`config.mk`:
```
export PLATFORM = sky130hd
export DESIGN_NAME = rot_feeder
export DESIGN_NICKNAME = d
export VERILOG_FILES = /design/src/rtl/cordic_ica_pkg.sv /design/src/rtl/feed_fifo.sv /design/src/rtl/rot_feeder.sv
export SDC_FILE = /design/constraint.sdc
export NUM_CORES = 1
export LEC_CHECK = 0
export CAP_MARGIN = 30
export CORE_UTILIZATION = 40
export CTS_BUF_LIST = sky130_fd_sc_hd__clkbuf_4
export DETAILED_ROUTE_END_ITERATION = 7
export PLACE_DENSITY_LB_ADDON = 0.12
export REMOVE_ABC_BUFFERS = 1
export SYNTH_ARGS = -nofsm -noshare
export SYNTH_HDL_FRONTEND = slang
export SYNTH_SLANG_ARGS = --single-unit
```
`constraint.sdc`:
```
create_clock -name clk -period 5.66 [get_ports clk]
set_input_delay 1.132 -clock clk [delete_from_list [all_inputs] [get_ports clk]]
set_output_delay 1.132 -clock clk [all_outputs]
set_load 0.02 [all_outputs]
```
`src/rtl/cordic_ica_pkg.sv`:
```
// cordic_ica_pkg: shared default widths and rot_feeder FSM state encoding
package cordic_ica_pkg;
    localparam int DATA_WIDTH    = 16;
    localparam int CORDIC_STAGES = 16;
    localparam int LEN_WIDTH     = 11;
    typedef logic [2:0] state_t;
    localparam state_t IDLE  = 3'd0;
    localparam state_t ARMED = 3'd1;
    localparam state_t RUN   = 3'd2;
    localparam state_t DRAIN = 3'd3;
    localparam state_t DONE  = 3'd4;
endpackage

```
`src/rtl/feed_fifo.sv`:
```
// feed_fifo: synchronous FIFO with full/empty flags; a push into a full FIFO is taken when a pop frees a slot
module feed_fifo #(
    parameter int WIDTH = 32,
    parameter int DEPTH = 4
) (
    input  logic             clk,
    input  logic             reset,
    input  logic             push,
    input  logic             pop,
    input  logic [WIDTH-1:0] din,
    output logic [WIDTH-1:0] dout,
    output logic             full,
    output logic             empty
);
    localparam int AW = $clog2(DEPTH);
    logic [WIDTH-1:0] mem [DEPTH];
    logic [AW-1:0] wr_ptr, rd_ptr;
    logic [AW:0] cnt;
    logic do_push, do_pop;
    assign full    = cnt[AW];
    assign empty   = cnt == '0;
    assign do_pop  = pop && !empty;
    assign do_push = push && (!full || do_pop);
    assign dout    = mem[rd_ptr];
    // storage written only on accepted pushes
    always_ff @(posedge clk)
        if (do_push) mem[wr_ptr] <= din;
    // read/write pointers and occupancy
    always_ff @(posedge clk or posedge reset)
        if (reset) begin
            wr_ptr <= '0;
            rd_ptr <= '0;
            cnt    <= '0;
        end else begin
            if (do_push) wr_ptr <= wr_ptr + AW'(1);
            if (do_pop) rd_ptr <= rd_ptr + AW'(1);
            cnt <= cnt + (AW+1)'(do_push) - (AW+1)'(do_pop);
        end
endmodule

```
`src/rtl/rot_feeder.sv`:
```
// rot_feeder: batches buffered samples into the CORDIC rotation pipeline; ROT_FEEDER_STATS_EN adds per-batch stats
module rot_feeder #(
    parameter int DATA_WIDTH    = cordic_ica_pkg::DATA_WIDTH,
    parameter int CORDIC_STAGES = cordic_ica_pkg::CORDIC_STAGES,
    parameter int LEN_WIDTH     = cordic_ica_pkg::LEN_WIDTH,
    parameter int FIFO_DEPTH    = 4
) (
    input  logic                     clk,
    input  logic                     reset,
    input  logic                     load_i,
    input  logic [CORDIC_STAGES-1:0] dir_i,
    input  logic [1:0]               quad_i,
    input  logic                     start_i,
    input  logic [LEN_WIDTH-1:0]     batch_len_i,
    input  logic                     s_valid_i,
    output logic                     s_ready_o,
    input  logic [DATA_WIDTH-1:0]    s_x_i,
    input  logic [DATA_WIDTH-1:0]    s_y_i,
    output logic                     rot_enable_o,
    output logic [DATA_WIDTH-1:0]    rot_x_o,
    output logic [DATA_WIDTH-1:0]    rot_y_o,
    output logic [CORDIC_STAGES-1:0] rot_dir_o,
    output logic [1:0]               rot_quad_o,
    output logic                     rot_dir_vld_o,
    output logic                     rot_angle_n_o,
    input  logic                     rot_valid_i,
    input  logic [DATA_WIDTH-1:0]    rot_x_i,
    input  logic [DATA_WIDTH-1:0]    rot_y_i,
    output logic                     m_valid_o,
    output logic [DATA_WIDTH-1:0]    m_x_o,
    output logic [DATA_WIDTH-1:0]    m_y_o,
    output logic                     busy_o,
    output logic                     done_o,
    output logic                     err_o
`ifdef ROT_FEEDER_STATS_EN
    ,
    output logic [LEN_WIDTH:0]       stat_issued_o,
    output logic [31:0]              stat_cycles_o
`endif
);
    import cordic_ica_pkg::*;
    state_t state;
    logic [CORDIC_STAGES-1:0] dir_q;
    logic [1:0] quad_q;
    logic [LEN_WIDTH:0] remaining, outstanding;
    logic rdy_en, fifo_full, fifo_empty, issue, ret, spurious;
    logic [2*DATA_WIDTH-1:0] fifo_dout;
    assign s_ready_o     = rdy_en && !fifo_full;
    assign issue         = state == RUN && !fifo_empty && remaining != '0;
    assign ret           = rot_valid_i && outstanding != '0;
    assign spurious      = rot_valid_i && outstanding == '0;
    assign rot_dir_o     = dir_q;
    assign rot_quad_o    = quad_q;
    assign rot_dir_vld_o = state != IDLE;
    assign rot_angle_n_o = 1'b0;
    assign busy_o        = state == RUN || state == DRAIN;
    assign done_o        = state == DONE;
    feed_fifo #(.WIDTH(2*DATA_WIDTH), .DEPTH(FIFO_DEPTH)) u_fifo (
        .clk   (clk),
        .reset (reset),
        .push  (s_valid_i && s_ready_o),
        .pop   (issue),
        .din   ({s_x_i, s_y_i}),
        .dout  (fifo_dout),
        .full  (fifo_full),
        .empty (fifo_empty)
    );
    // batch FSM, direction holding registers, remaining count and sticky error
    always_ff @(posedge clk or posedge reset)
        if (reset) begin
            state     <= IDLE;
            dir_q     <= '0;
            quad_q    <= '0;
            remaining <= '0;
            rdy_en    <= 1'b0;
            err_o     <= 1'b0;
        end else begin
            rdy_en <= 1'b1;
            if (spurious || (state == IDLE && start_i) || (busy_o && load_i)) err_o <= 1'b1;
            if ((state == IDLE || state == ARMED) && load_i) begin
                dir_q  <= dir_i;
                quad_q <= quad_i;
            end
            if (issue) remaining <= remaining - (LEN_WIDTH+1)'(1);
            case (state)
                IDLE:  if (load_i) state <= ARMED;
                ARMED: if (start_i) begin
                    state     <= RUN;
                    remaining <= {batch_len_i == '0, batch_len_i};
                end
                RUN:   if (remaining == '0) state <= DRAIN;
                DRAIN: if (outstanding == '0) state <= DONE;
                default: state <= ARMED;
            endcase
        end
    // samples in flight inside the rotation pipeline
    always_ff @(posedge clk or posedge reset)
        if (reset) outstanding <= '0;
        else if (state == ARMED && start_i) outstanding <= '0;
        else outstanding <= outstanding + (LEN_WIDTH+1)'(issue) - (LEN_WIDTH+1)'(ret);
    // issue register toward the pipeline and one-cycle result forwarding
    always_ff @(posedge clk or posedge reset)
        if (reset) begin
            rot_enable_o <= 1'b0;
            rot_x_o      <= '0;
            rot_y_o      <= '0;
            m_valid_o    <= 1'b0;
            m_x_o        <= '0;
            m_y_o        <= '0;
        end else begin
            rot_enable_o <= issue;
            if (issue) {rot_x_o, rot_y_o} <= fifo_dout;
            m_valid_o <= rot_valid_i;
            m_x_o     <= rot_x_i;
            m_y_o     <= rot_y_i;
        end
`ifdef ROT_FEEDER_STATS_EN
    logic [LEN_WIDTH:0] issued;
    logic [31:0] cycles;
    // per-batch tallies, published when the batch completes
    always_ff @(posedge clk or posedge reset)
        if (reset) begin
            issued        <= '0;
            cycles        <= '0;
            stat_issued_o <= '0;
            stat_cycles_o <= '0;
        end else begin
            if (state == ARMED && start_i) begin
                issued <= '0;
                cycles <= '0;
            end else begin
                if (issue) issued <= issued + (LEN_WIDTH+1)'(1);
                if (busy_o) cycles <= cycles + 32'd1;
            end
            if (done_o) begin
                stat_issued_o <= issued;
                stat_cycles_o <= cycles + 32'd1;
            end
        end
`endif
endmodule
```
==> results.yml, run 1 <==
timing:
  hold_viol: 0
  whs_ns: 0.492
  fmax_mhz: 283
  tns_ns: 0
  post-route-min-period_ns: 3.54
  fin_skew_ns: 0.0353
  post-route-period-util_pct: 62.5
  relSlewSlack_pct: 35.6
  rsz0062_at_grt: "false"
  slew_violations: 0
  finalSetupViolCount: 0
  tightestPinTransition_ns: 0.967
route:
  totalWireLength_mm: 21.4
  highest_layer: "met4"
  wl_met1_mm: 8.89
  drc: 0
  vias: 5784
  vias_per_cell: 4.86
  routedWlPerCell_um: 18.0
  drt_iter0_markers: 219
  wl_met3_mm: 1.42
  drt_pass1_iterations: 7
  ant_nets: 0
  dr_wl_met2_mm: 10.5
power:
  p_sw_w: 0.00224
  intPower_w: 0.00463
  pwr-share-comb_pct: 38.5
  seqPwrFrac_pct: 37.9
  p_total_w: 0.00688
  power_density_mw_per_mm2: 530
  p_leak_nw: 5.01
  clockPowerShare_pct: 23.7
  vdd_drop_max_mv: 0.287
  switching_share_pct: 32.6
run_status:
  status: "finished, final reports clean"
critical_path:
  crit_family: "simple AND/OR/NAND/NOR gates"
  crit_type: "flip-flop to flip-flop"
  startpoint: "remaining[8]"
  critPathBufInv: 2
  start_kind: "flip-flop"
  r2r-end: "outstanding[10]"
  ff2ff_setup_slack_ns: 2.12
  cp_common_cell: "ha_1"
  r2r-start: "remaining[8]"
  slowest_delay_ns: 0.48
  worstPathMaxFanout: 6
  cp_data_required_time_ns: 6.16
  critPathCaptureType: "flip-flop"
  worstPathCellList: "nor4_4 > and4_1 > nor2_8 > inv_2 > ha_1 > inv_1 > ha_1 > fa_1 > a211o_1 > a31o_1 > a311oi_1 > xor2_1 > nor2_1"
  r2r_cells: 13
  crit_arrival_ns: 4.04
  critPathSlowestCell: "and4_1"
synthesis:
  yosysTopAreaCell: "edfxtp_1"
  syn_inst: 566
  async_reset_ff_share_pct: 48.4
  ys_types: 57
  synth.most_common_cell: "edfxtp_1"
  synth-seq-area-share_pct: 69.6
  synth_top_area_share_pct: 39.1
  synth_area_per_cell_um2: 17.4
  synth_common_cells: "128 x edfxtp_1, 120 x dfrtp_1, 32 x mux4_2, 27 x mux2_4, 26 x inv_1"
  yosys-top-cells-area: "edfxtp_1 39%, dfrtp_1 31%, mux4_2 7.3%"
  synth_edf_count: 128
  netlist_area_mm2: 0.00984
  ys_warn_count: 0
  dominantRegCellSynth: "edfxtp_1"
  synth_seq_cells: 248
floorplan:
  die_x_um: 159
  rows: 57
  coreArea_mm2: 0.0242
  die_h_um: 159
  die-area_mm2: 0.0252
  ios: 189
  start_util_pct: 40.6
grt:
  overflow: 0
  grt_pass1_vias: 6363
  grt_usage_pct: 17.8
  antenna_found_initial: 1
  grt_pass1_wl_mm: 34.3
  grt_max_degree: 63
clocking:
  postCtsResizedCells: 0
  cts_setup_buffers: 0
  hold_buffers: 0
  h-tree-depth: 3
  clockBufferDepth: 3
  cts_made_buffers: 69
  clkLatencyLatePin_ns: 0.65
  cts.clk_slew.worst_paths_ns: 0.06
  cts_tree: "yes"
  clock_sinks: 248
  cts_root_buffer: "clkbuf_4"
min_path:
  hp-class: "flip-flop to flip-flop"
  min_from: "rot_x_o[11]"
  min_to: "rot_x_o[11]"
  whs_path_depth: 1
layout:
  drive_gt1_share_pct: 24.8
  n_fill_cell: 2060
  layout.nets: 935
  multi_input_area_mm2: 0.00279
  ff_latch_area_mm2: 0.00685
  syn_to_final_growth_pct: 31.9
placed_design:
  hpwl_mm: 13.3
  place_congestion: 0.833
  portBuffers: 187
flow_run:
  maxCapViolCount: 0
==> flip-flops by register name (all words and copies together) (netlist names), 3 cells and up <==
name and cells:
m_y_o 16, rot_y_o 16, state 3, remaining 12, m_x_o 16, u_fifo.cnt 3, rot_x_o 16, rot_dir_o 16
u_fifo.mem 128, outstanding 12
==> layer usage <==
| metal | vias up | track usage [%] |
|---|---|---|
| met3 | 53 | 5.41 |
| met1 | 2867 | 21.3 |
| li1 | 2646 | - |
| met2 | 218 | 29.3 |
| met4 | 0 | 8.12 |
| met5 | - | 0 |
==> worst max path at each step <==
stage | endpoint | slack, ns | cells past startpoint
after floorplan | err_o | 1.34 | 1
after global placement | outstanding[10] | 1.85 | 11
after detailed placement | outstanding[10] | 1.81 | 11
after CTS | outstanding[10] | 2.09 | 13
after global routing | outstanding[10] | 1.82 | 13
final | outstanding[10] | 2.12 | 13
==> layout by cell type, fill, tap and decap left out, drive strengths merged, types with 8 or more instances in the layout <==
cell type      instances
clkdlybuf4s50        187
edfxtp               128
dfrtp                120
clkbuf               108
mux2                  50
mux4                  32
inv                   29
ha                    24
nand2                 18
nor2                  17
xnor2                 16
a21oi                 15
clkinv                11
o21ai                 11
nor3                   8
==> metrics by stage <==
stage | instances | setup WS (ns) | utilization [%] | instance area, um^2
3_5_place_dp | 1063 | 1.81 | 49.7 | 12100
3_3_place_gp | 1063 | 1.85 | 49.7 | 12100
5_1_grt | 1189 | 1.82 | 53.5 | 13000
2_1_floorplan | 546 | 1.34 | - | 9720
4_1_cts | 1186 | 2.09 | 53.5 | 13000
6_report | 1189 | 2.12 | 53.5 | 13000
==> power groups by stage <==
stage                     logic, W  registers [W]  clock network (W)
after global placement     0.00264        0.00262                  0
after floorplan            0.00152        0.00286                  0
final                      0.00265        0.00260            0.00163
after detailed placement   0.00268        0.00264                  0
after global routing       0.00289        0.00266            0.00179
after CTS                  0.00269        0.00261            0.00170
==> logic make-up after synthesis <==
family                     count (synthesis)  share of synthesized area [%]
AOI/OAI and AO/OA                         46                           2.99
DFF                                      248                           69.6
and+or+nand+nor                           95                           5.80
adders and majority gates                 26                           3.46
muxes                                     82                           14.1
buffers and inverters                     47                           2.20
other                                      2                         0.0764
xor gates and xnor gates                  20                           1.78
==> layout make-up <==
class                           instances  area share (%)
Sequential cell                       248            52.8
Multi-Input combinational cell        271            21.5
Timing Repair Buffer                  193            14.8
Clock buffer                          108            6.25
Tap cell                              324            3.13
Inverter                               27           0.801
Clock inverter                         15           0.675
Antenna cell                            3          0.0579
(Power assumes the default switching activity.)
==> run 2: changes to the inputs <==
Clock period 5.66 ns to 3.35 ns, I/O delays scaled along.
==> results.yml, run 2 (synthesized netlist as in run 1, its figures left out) <==
critical_path:
  critPathCaptureType: "flip-flop"
  critPathSlowestCell: "dfrtp_1"
  start_kind: "flip-flop"
  worstPathMaxFanout: 6
  crit_arrival_ns: 3.65
  worstPathCellList: "nor4_4 > and4_2 > nor2_8 > inv_2 > ha_1 > inv_1 > ha_1 > fa_1 > a211o_1 > a31o_1 > a311oi_2 > xor2_1 > nor2_1"
  cp_common_cell: "ha_1"
  slowest_delay_ns: 0.45
  cp_data_required_time_ns: 3.85
  crit_type: "flip-flop to flip-flop"
  r2r_cells: 13
power:
  switching_share_pct: 33.0
  seqPwrFrac_pct: 37.7
  clockPowerShare_pct: 23.4
  pwr-share-comb_pct: 38.9
  power_density_mw_per_mm2: 895
  intPower_w: 0.00789
  p_leak_nw: 5.11
  p_sw_w: 0.00389
  vdd_drop_max_mv: 0.477
run_status:
  status: "finished, final reports clean"
route:
  drc: 0
  drt_pass1_iterations: 4
  routedWlPerCell_um: 18.2
  vias: 5860
  ant_nets: 0
  vias_per_cell: 4.85
  drt_iter0_markers: 251
  totalWireLength_mm: 22.0
clocking:
  cts_tree: "yes"
  cts_setup_buffers: 0
  clkLatencyLatePin_ns: 0.65
  hold_buffers: 0
  clock_sinks: 248
  clockBufferDepth: 3
  cts_root_buffer: "clkbuf_4"
  h-tree-depth: 3
  cts_made_buffers: 67
  cts.clk_slew.worst_paths_ns: 0.07
layout:
  post-route-util_pct: 54.3
  final_cell_area_mm2: 0.0132
  drive_gt1_share_pct: 26.4
  finalNonFillerCells: 1209
  layout_common_cells: "187 x clkdlybuf4s50_1, 128 x edfxtp_1, 118 x dfrtp_1"
  largest_reg_flops: 128
  largest_register: "u_fifo.mem"
  syn_to_final_growth_pct: 33.8
  layout.nets: 953
  n_fill_cell: 1994
  layout_commonest_cell: "clkdlybuf4s50_1"
timing:
  post-route-period-util_pct: 94.1
  rsz0062_at_grt: "false"
  hold_viol: 0
  fin_ws_ns: 0.197
  tns_ns: 0
  finalSetupViolCount: 0
  fin_skew_ns: 0.0547
  slew_violations: 0
  fmax_mhz: 317
  tightestPinTransition_ns: 0.899
  post-route-min-period_ns: 3.15
  relSlewSlack_pct: 40.1
floorplan:
  rows: 57
  die_x_um: 159
  ios: 189
  coreArea_mm2: 0.0242
  die_h_um: 159
  die-area_mm2: 0.0252
  start_util_pct: 40.6
grt:
  grt_usage_pct: 18.0
  grt_pass1_vias: 6524
  grt_pass1_wl_mm: 35.0
  grt_max_degree: 48
  antenna_found_initial: 2
  overflow: 0
flow_run:
  maxCapViolCount: 0
placed_design:
  place_congestion: 0.842
  place_area_mm2: 0.0122
  placedCellCount: 1083
  portBuffers: 187
  place_ws_ns: 0.0378
  hpwl_mm: 14.3
min_path:
  hp-class: "input port to async pin"
[run 2: power groups by stage]
stage | logic [W] | clock network, W | registers (W)
2_1_floorplan | 0.00257 | 0 | 0.00484
3_3_place_gp | 0.00451 | 0 | 0.00447
3_5_place_dp | 0.00461 | 0 | 0.00450
4_1_cts | 0.00463 | 0.00287 | 0.00446
5_1_grt | 0.00500 | 0.00302 | 0.00453
6_report | 0.00458 | 0.00276 | 0.00444
[run 2: per-stage QoR]
step	power, W	hold WS [ns]
2_1_floorplan	0.00741	0.502
3_3_place_gp	0.00898	0.469
3_5_place_dp	0.00912	0.478
4_1_cts	0.0120	0.391
5_1_grt	0.0126	0.389
6_report	0.0118	0.446
[run 2: area by class of cell]
class	count	area [um^2]	share of cell area (%)
clock buffers	99	743	5.65
diodes	4	10.0	0.0760
inverters	27	104	0.789
repair buffers	213	2090	15.9
flip-flops and latches	248	6850	52.0
well taps	324	405	3.08
multi-input cells	271	2810	21.3
clock inverters	23	155	1.18
[run 2: final timing paths]
path                               from               to  slack (ns)
max                        remaining[8]  outstanding[10]        0.20
min                               reset      rot_y_o[13]        0.45
max reg2reg                remaining[8]  outstanding[10]        0.20
min reg2reg                 rot_x_o[10]      rot_x_o[10]        0.49
max in group asynchronous         reset    u_fifo.cnt[1]        2.23
min in group clk             rot_x_i[6]         m_x_o[6]        0.46
[run 2: critical path, delay by kind of cell (launching register included)]
| kind | cells | cell delay (ns) |
|---|---|---|
| compound gates | 3 | 0.77 |
| xor+xnor | 1 | 0.18 |
| fa+ha+maj | 3 | 0.72 |
| buf+inv | 2 | 0.09 |
| flops | 1 | 0.45 |
| simple gates | 4 | 0.79 |
[run 2: layer usage]
metal	global-route usage (%)	up-vias	share of wire (%)
met5	0	-	0
met4	7.24	0	2.3
met3	6.01	45	7.5
met2	30.1	226	50
met1	21.3	2889	40
li1	-	2700	-
[run 2: timing repair]
action,CTS,global route
hold endpoints to repair,0,0
setup endpoints to repair,0,1
gates resized for setup,0,4
